### src/rtl/muldiv_pkg.sv
// Shared func codes, FSM state type and default width for the HI/LO multiply/divide unit.
package muldiv_pkg;

    localparam int MD_DATA_W = 32;

    localparam logic [5:0] FN_MFHI  = 6'b010000;
    localparam logic [5:0] FN_MTHI  = 6'b010001;
    localparam logic [5:0] FN_MFLO  = 6'b010010;
    localparam logic [5:0] FN_MTLO  = 6'b010011;
    localparam logic [5:0] FN_MULT  = 6'b011000;
    localparam logic [5:0] FN_MULTU = 6'b011001;
    localparam logic [5:0] FN_DIV   = 6'b011010;
    localparam logic [5:0] FN_DIVU  = 6'b011011;

    typedef enum logic [1:0] {
        IDLE,
        RUN,
        FIX
    } muldiv_state_t;

endpackage

### src/rtl/muldiv_core.sv
// Iterative unsigned shift-add multiplier / restoring divider on a 2*DATA_W accumulator.
// Latency: DATA_W cycles from start; done is high during the final iteration cycle.
// Backpressure: none; start is honoured on any cycle and restarts the datapath.
module muldiv_core
    import muldiv_pkg::*;
#(
    parameter int DATA_W = MD_DATA_W,
    parameter int CNT_W  = 6
) (
    input  logic                clk,
    input  logic                rst_n,
    input  logic                start,
    input  logic                is_div,
    input  logic [DATA_W-1:0]   opa,
    input  logic [DATA_W-1:0]   opb,
    output logic                done,
    output logic [2*DATA_W-1:0] acc
);

    logic [DATA_W-1:0] opb_q;
    logic [CNT_W-1:0]  cnt;
    logic              running;
    logic              div_mode;
    logic [DATA_W:0]   mul_sum;
    logic [DATA_W:0]   div_trial;

    always_comb begin
        mul_sum   = {1'b0, acc[2*DATA_W-1:DATA_W]} + (acc[0] ? {1'b0, opb_q} : '0);
        // Remainder shifted left by one, compared against the divisor with a borrow bit.
        div_trial = acc[2*DATA_W-1:DATA_W-1] - {1'b0, opb_q};
        done      = running && (cnt == CNT_W'(DATA_W - 1));
    end

    always_ff @(posedge clk) begin
        if (!rst_n) begin
            acc      <= '0;
            opb_q    <= '0;
            cnt      <= '0;
            running  <= 1'b0;
            div_mode <= 1'b0;
        end else if (start) begin
            acc      <= {{DATA_W{1'b0}}, opa};
            opb_q    <= opb;
            cnt      <= '0;
            running  <= 1'b1;
            div_mode <= is_div;
        end else if (running) begin
            cnt <= cnt + 1'b1;
            if (done)
                running <= 1'b0;
            if (div_mode) begin
                if (!div_trial[DATA_W])
                    acc <= {div_trial[DATA_W-1:0], acc[DATA_W-2:0], 1'b1};
                else
                    acc <= {acc[2*DATA_W-2:0], 1'b0};
            end else begin
                acc <= {mul_sum, acc[DATA_W-1:1]};
            end
        end
    end

endmodule

### src/rtl/muldiv_unit.sv
// MIPS HI/LO multiply/divide unit: decode, HI/LO state, sign fixing and stall (MULDIV_FAST_MUL_EN: 1-cycle multiply).
// Latency: iterative ops write HI/LO DATA_W+1 edges after issue; mf is combinational, mt writes at issue.
// Backpressure: stall asserts while busy for any muldiv/mf/mt request; the core reissues it.
module muldiv_unit
    import muldiv_pkg::*;
#(
    parameter int DATA_W = MD_DATA_W,
    parameter int CNT_W  = 6
) (
    input  logic              clk,
    input  logic              rst_n,
    input  logic              en,
    input  logic [5:0]        op,
    input  logic [5:0]        func,
    input  logic [DATA_W-1:0] busA,
    input  logic [DATA_W-1:0] busB,
    output logic              busy,
    output logic              stall,
    output logic [DATA_W-1:0] hilo_out
);

    muldiv_state_t       state;
    logic [DATA_W-1:0]   hi;
    logic [DATA_W-1:0]   lo;
    logic                neg_q;
    logic                neg_r;
    logic                div_q;
    logic                div0_q;
    logic [DATA_W-1:0]   a_raw;

    logic                sel;
    logic                is_mul;
    logic                is_divop;
    logic                is_signed;
    logic                md_start;
    logic                mf;
    logic                mt;
    logic                core_start;
    logic                core_done;
    logic [DATA_W-1:0]   abs_a;
    logic [DATA_W-1:0]   abs_b;
    logic [2*DATA_W-1:0] core_acc;
    logic [2*DATA_W-1:0] prod_fix;
    logic [DATA_W-1:0]   fix_hi;
    logic [DATA_W-1:0]   fix_lo;
`ifdef MULDIV_FAST_MUL_EN
    logic                fast_mul;
    logic [2*DATA_W-1:0] mul_a;
    logic [2*DATA_W-1:0] mul_b;
    logic [2*DATA_W-1:0] mul_p;
`endif

    always_comb begin
        sel       = en && (op == 6'b000000);
        is_mul    = (func == FN_MULT) || (func == FN_MULTU);
        is_divop  = (func == FN_DIV)  || (func == FN_DIVU);
        is_signed = (func == FN_MULT) || (func == FN_DIV);
        md_start  = sel && (is_mul || is_divop);
        mf        = sel && ((func == FN_MFHI) || (func == FN_MFLO));
        mt        = sel && ((func == FN_MTHI) || (func == FN_MTLO));
        abs_a     = (is_signed && busA[DATA_W-1]) ? -busA : busA;
        abs_b     = (is_signed && busB[DATA_W-1]) ? -busB : busB;
`ifdef MULDIV_FAST_MUL_EN
        fast_mul   = md_start && is_mul;
        core_start = (state == IDLE) && md_start && !is_mul;
        mul_a      = {{DATA_W{is_signed & busA[DATA_W-1]}}, busA};
        mul_b      = {{DATA_W{is_signed & busB[DATA_W-1]}}, busB};
        mul_p      = mul_a * mul_b;
`else
        core_start = (state == IDLE) && md_start;
`endif
        busy     = (state != IDLE);
        stall    = busy && (md_start || mf || mt);
        hilo_out = mf ? ((func == FN_MFHI) ? hi : lo) : '0;

        prod_fix = neg_q ? -core_acc : core_acc;
        if (!div_q) begin
            fix_hi = prod_fix[2*DATA_W-1:DATA_W];
            fix_lo = prod_fix[DATA_W-1:0];
        end else if (div0_q) begin
            // Divide by zero reports the untouched dividend, regardless of signedness.
            fix_hi = a_raw;
            fix_lo = '1;
        end else begin
            fix_hi = neg_r ? -core_acc[2*DATA_W-1:DATA_W] : core_acc[2*DATA_W-1:DATA_W];
            fix_lo = neg_q ? -core_acc[DATA_W-1:0] : core_acc[DATA_W-1:0];
        end
    end

    muldiv_core #(
        .DATA_W (DATA_W),
        .CNT_W  (CNT_W)
    ) u_core (
        .clk    (clk),
        .rst_n  (rst_n),
        .start  (core_start),
        .is_div (is_divop),
        .opa    (abs_a),
        .opb    (abs_b),
        .done   (core_done),
        .acc    (core_acc)
    );

    always_ff @(posedge clk) begin
        if (!rst_n) begin
            state  <= IDLE;
            hi     <= '0;
            lo     <= '0;
            neg_q  <= 1'b0;
            neg_r  <= 1'b0;
            div_q  <= 1'b0;
            div0_q <= 1'b0;
            a_raw  <= '0;
        end else begin
            case (state)
                IDLE: begin
                    if (core_start) begin
                        state  <= RUN;
                        neg_q  <= is_signed && (busA[DATA_W-1] ^ busB[DATA_W-1]);
                        neg_r  <= is_signed && busA[DATA_W-1];
                        div_q  <= is_divop;
                        div0_q <= (busB == '0);
                        a_raw  <= busA;
`ifdef MULDIV_FAST_MUL_EN
                    end else if (fast_mul) begin
                        hi <= mul_p[2*DATA_W-1:DATA_W];
                        lo <= mul_p[DATA_W-1:0];
`endif
                    end else if (mt) begin
                        if (func == FN_MTHI)
                            hi <= busA;
                        else
                            lo <= busA;
                    end
                end
                RUN: begin
                    if (core_done)
                        state <= FIX;
                end
                FIX: begin
                    hi    <= fix_hi;
                    lo    <= fix_lo;
                    state <= IDLE;
                end
                default: state <= IDLE;
            endcase
        end
    end

endmodule
### config.mk
export PLATFORM = sky130hd
export DESIGN_NAME = muldiv_unit
export DESIGN_NICKNAME = d
export VERILOG_FILES = /design/src/rtl/muldiv_pkg.sv /design/src/rtl/muldiv_core.sv /design/src/rtl/muldiv_unit.sv
export SDC_FILE = /design/constraint.sdc
export NUM_CORES = 1
export LEC_CHECK = 0
export CORE_MARGIN = 2
export CORE_UTILIZATION = 44
export DETAILED_ROUTE_END_ITERATION = 12
export SYNTH_ARGS = -nofsm -noshare
export SYNTH_HDL_FRONTEND = slang
export SYNTH_SLANG_ARGS = --single-unit
### constraint.sdc
create_clock -name clk -period 3.8 [get_ports clk]
set_input_delay 0.57 -clock clk [delete_from_list [all_inputs] [get_ports clk]]
set_output_delay 0.57 -clock clk [all_outputs]
set_load 0.01 [all_outputs]
==> reports/results.tsv <==
metric	value	unit
Placed Instances	2883	
IR drop worst, VDD	0.339	mV
DRC	0	
most frequent cells in the layout	261 x nor2_1, 258 x nand2_1, 257 x a21oi_1	
CTS Buf Count	27	
fraction of registers with async set/reset	0	
Psw	1.31	mW
CTS H-tree lvls	1	
switching share of power	0.243	
I/O pin total	113	
Critical Path Source Type	input port	
Iteration-0 DRC Markers	1364	
Worst EP arrival	3.10	ns
GP Congestion	0.952	
GRT overflow	0	
CTS root buffer	clkbuf_16	
footprint of the multi-input gates	0.0117	mm^2
warning count from the yosys run	0	
Pins Over Slew Limit	0	
WL/cell	21.2	um
Post-Syn Area per Cell	7.23	um^2
sequential cell area	0.00413	mm^2
Clk pwr share	0.532	
CP required	3.23	ns
Final Hold Fails	0	
post-route clock period utilization	0.965	
status	completed	
initial core utilization	0.447	
setup TNS	0	ns
Final Non-Filler Cells	2934	
initial antenna violation count	1	
maxcap violations	0	
commonest non-fill, non-tap cell in the layout	nor2_1	
area leader, netlist	dfxtp_1	
Mapped Nets	2480	
Hold Path Class	reg -> reg	
final worst slack	0.135	ns
# rows	71	
max_slew headroom	0.401	
final wirelength	62.3	mm
sequential share of the synthesized area	0.245	
share of cells above drive strength 1	0.0912	
die area	0.0399	mm^2
hold_ws	0.450	ns
Synth top area share	0.245	
worst setup path category	in -> out	
skew final	0.0249	ns
area grow syn2layout	17.7	%
routed via count	17700	
vias per cell	6.02	
Antenna Violating Nets Remaining	0	
die height	200	um
postcts setup bufs	0	
vias in the first global route	16300	
Clock Sinks	206	
Clock Pin Slew Worst Setup and Hold Paths	0.06	ns
PostCTS Resize Cnt	0	
ranking of synthesized cells by area	dfxtp_1 24%, a21oi_1 7.6%, xnor2_1 7.4%	
CP max FO	32	
post-route cell area	0.0198	mm^2
synthesized area	0.0169	mm^2
filler instances	3763	
Setup Viol. Count Final	0	
pin count of the biggest net entering global routing	144	
Final nets	2551	
sequential power share	0.402	
r2r worst-path depth	10	
post-DP HPWL	46.6	mm
gr usage total	0.306	
Synth cell types	82	
DR pass1 iterations	5	
IO Port Bufs	112	
Fmax	273	MHz
Internal	4.07	mW
core box area	0.0377	mm^2
Die Wd	200	um
CTS Hold Bufs	0	
first-pass GRT wire length	95.0	mm
PwrDens	271	mW/mm^2
Tmin final	3.67	ns
Placed Area	0.0188	mm^2
Comb pwr share	0.066	
Worst-Margin Slew	0.898	ns
Post-synth EDFFs	0	
clock latency on the worst-skew pair	0.58	ns
Clock Path Buffers	3	
Main synth FF type	dfxtp_1	
Hold Crit Depth	2	
CTS tree	yes	
pre-CTS WS	0.0342	ns
RSZ-0062 raised after global routing	false	
Leak	7.62	nW
Synth Instances	2330	
Worst Setup End Kind	output pin	
FF+latch count, synth	206	
==> layout make-up <==
| class | count | share of cell area |
|---|---|---|
| multi-input cells | 1861 | 0.591 |
| flip-flops and latches | 206 | 0.208 |
| diodes | 1 | 0.000126 |
| clock inverters | 14 | 0.0109 |
| repair buffers | 229 | 0.104 |
| clock buffers | 36 | 0.0388 |
| inverters | 76 | 0.0145 |
| well taps | 511 | 0.0322 |
==> metal layers <==
layer / up-vias / part of all wire / track usage
li1: 8516 / - / -
met1: 8291 / 0.43 / 0.403
met2: 747 / 0.47 / 0.521
met3: 103 / 0.073 / 0.0393
met4: 0 / 0.027 / 0.0911
met5: - / 0 / 0
==> cells in the mapped netlist (37+ instances only) <==
master    count
nor2_1      263
nand2_1     258
a21oi_1     257
dfxtp_1     206
o21ai_0     162
clkbuf_1    158
xnor2_1     142
mux2i_1      93
inv_1        75
a211oi_1     70
ha_1         69
xor2_1       44
o221ai_1     43
o211ai_1     37
==> sequential cells by signal, indices dropped and copies added, names as in the netlist <==
name,cells
u_core.div_mode,1
hi,32
a_raw,32
u_core.opb_q,32
neg_q,1
div_q,1
u_core.acc,64
div0_q,1
state,2
lo,32
neg_r,1
u_core.running,1
u_core.cnt,6
==> cell families after synthesis <==
logic type | count (synthesis) | share of synthesized area
fa+ha+maj | 71 | 0.0536
simple gates | 756 | 0.204
flops | 206 | 0.245
mux | 95 | 0.0566
compound gates | 753 | 0.284
buf+inv | 263 | 0.0610
xor+xnor | 186 | 0.0967
==> metrics by stage <==
stage / power (mW) / util
3_3_place_gp: 2.56 / 0.500
2_1_floorplan: 2.36 / -
6_report: 5.38 / 0.527
4_1_cts: 5.42 / 0.526
3_5_place_dp: 2.56 / 0.500
5_1_grt: 5.51 / 0.527
==> power groups by stage <==
stage	clock [mW]	sequential [mW]	combinational [mW]
2_1_floorplan	0	2.21	0.146
3_3_place_gp	0	2.21	0.349
3_5_place_dp	0	2.21	0.349
4_1_cts	2.90	2.16	0.351
5_1_grt	2.98	2.16	0.374
6_report	2.86	2.16	0.355
==> worst paths after layout <==
check                              start             endpoint  slack [ns]
min                   lo[7]$_SDFFE_PN0P_   lo[7]$_SDFFE_PN0P_        0.45
max                                op[1]         hilo_out[14]        0.13
max reg2reg  u_core.acc[34]$_SDFFE_PP0P_  hi[27]$_SDFFE_PN0P_        0.16
min reg2reg           lo[7]$_SDFFE_PN0P_   lo[7]$_SDFFE_PN0P_        0.45
==> critical path, stage by stage <==
cell and delay [ns]:
clkdlybuf4s50_1 0.40, nor4b_1 0.42, nand3_1 0.22, or3_2 0.72, nor2_1 0.22, clkdlybuf4s50_1 0.55
Note: power is estimated with default switching activity, not from simulation.
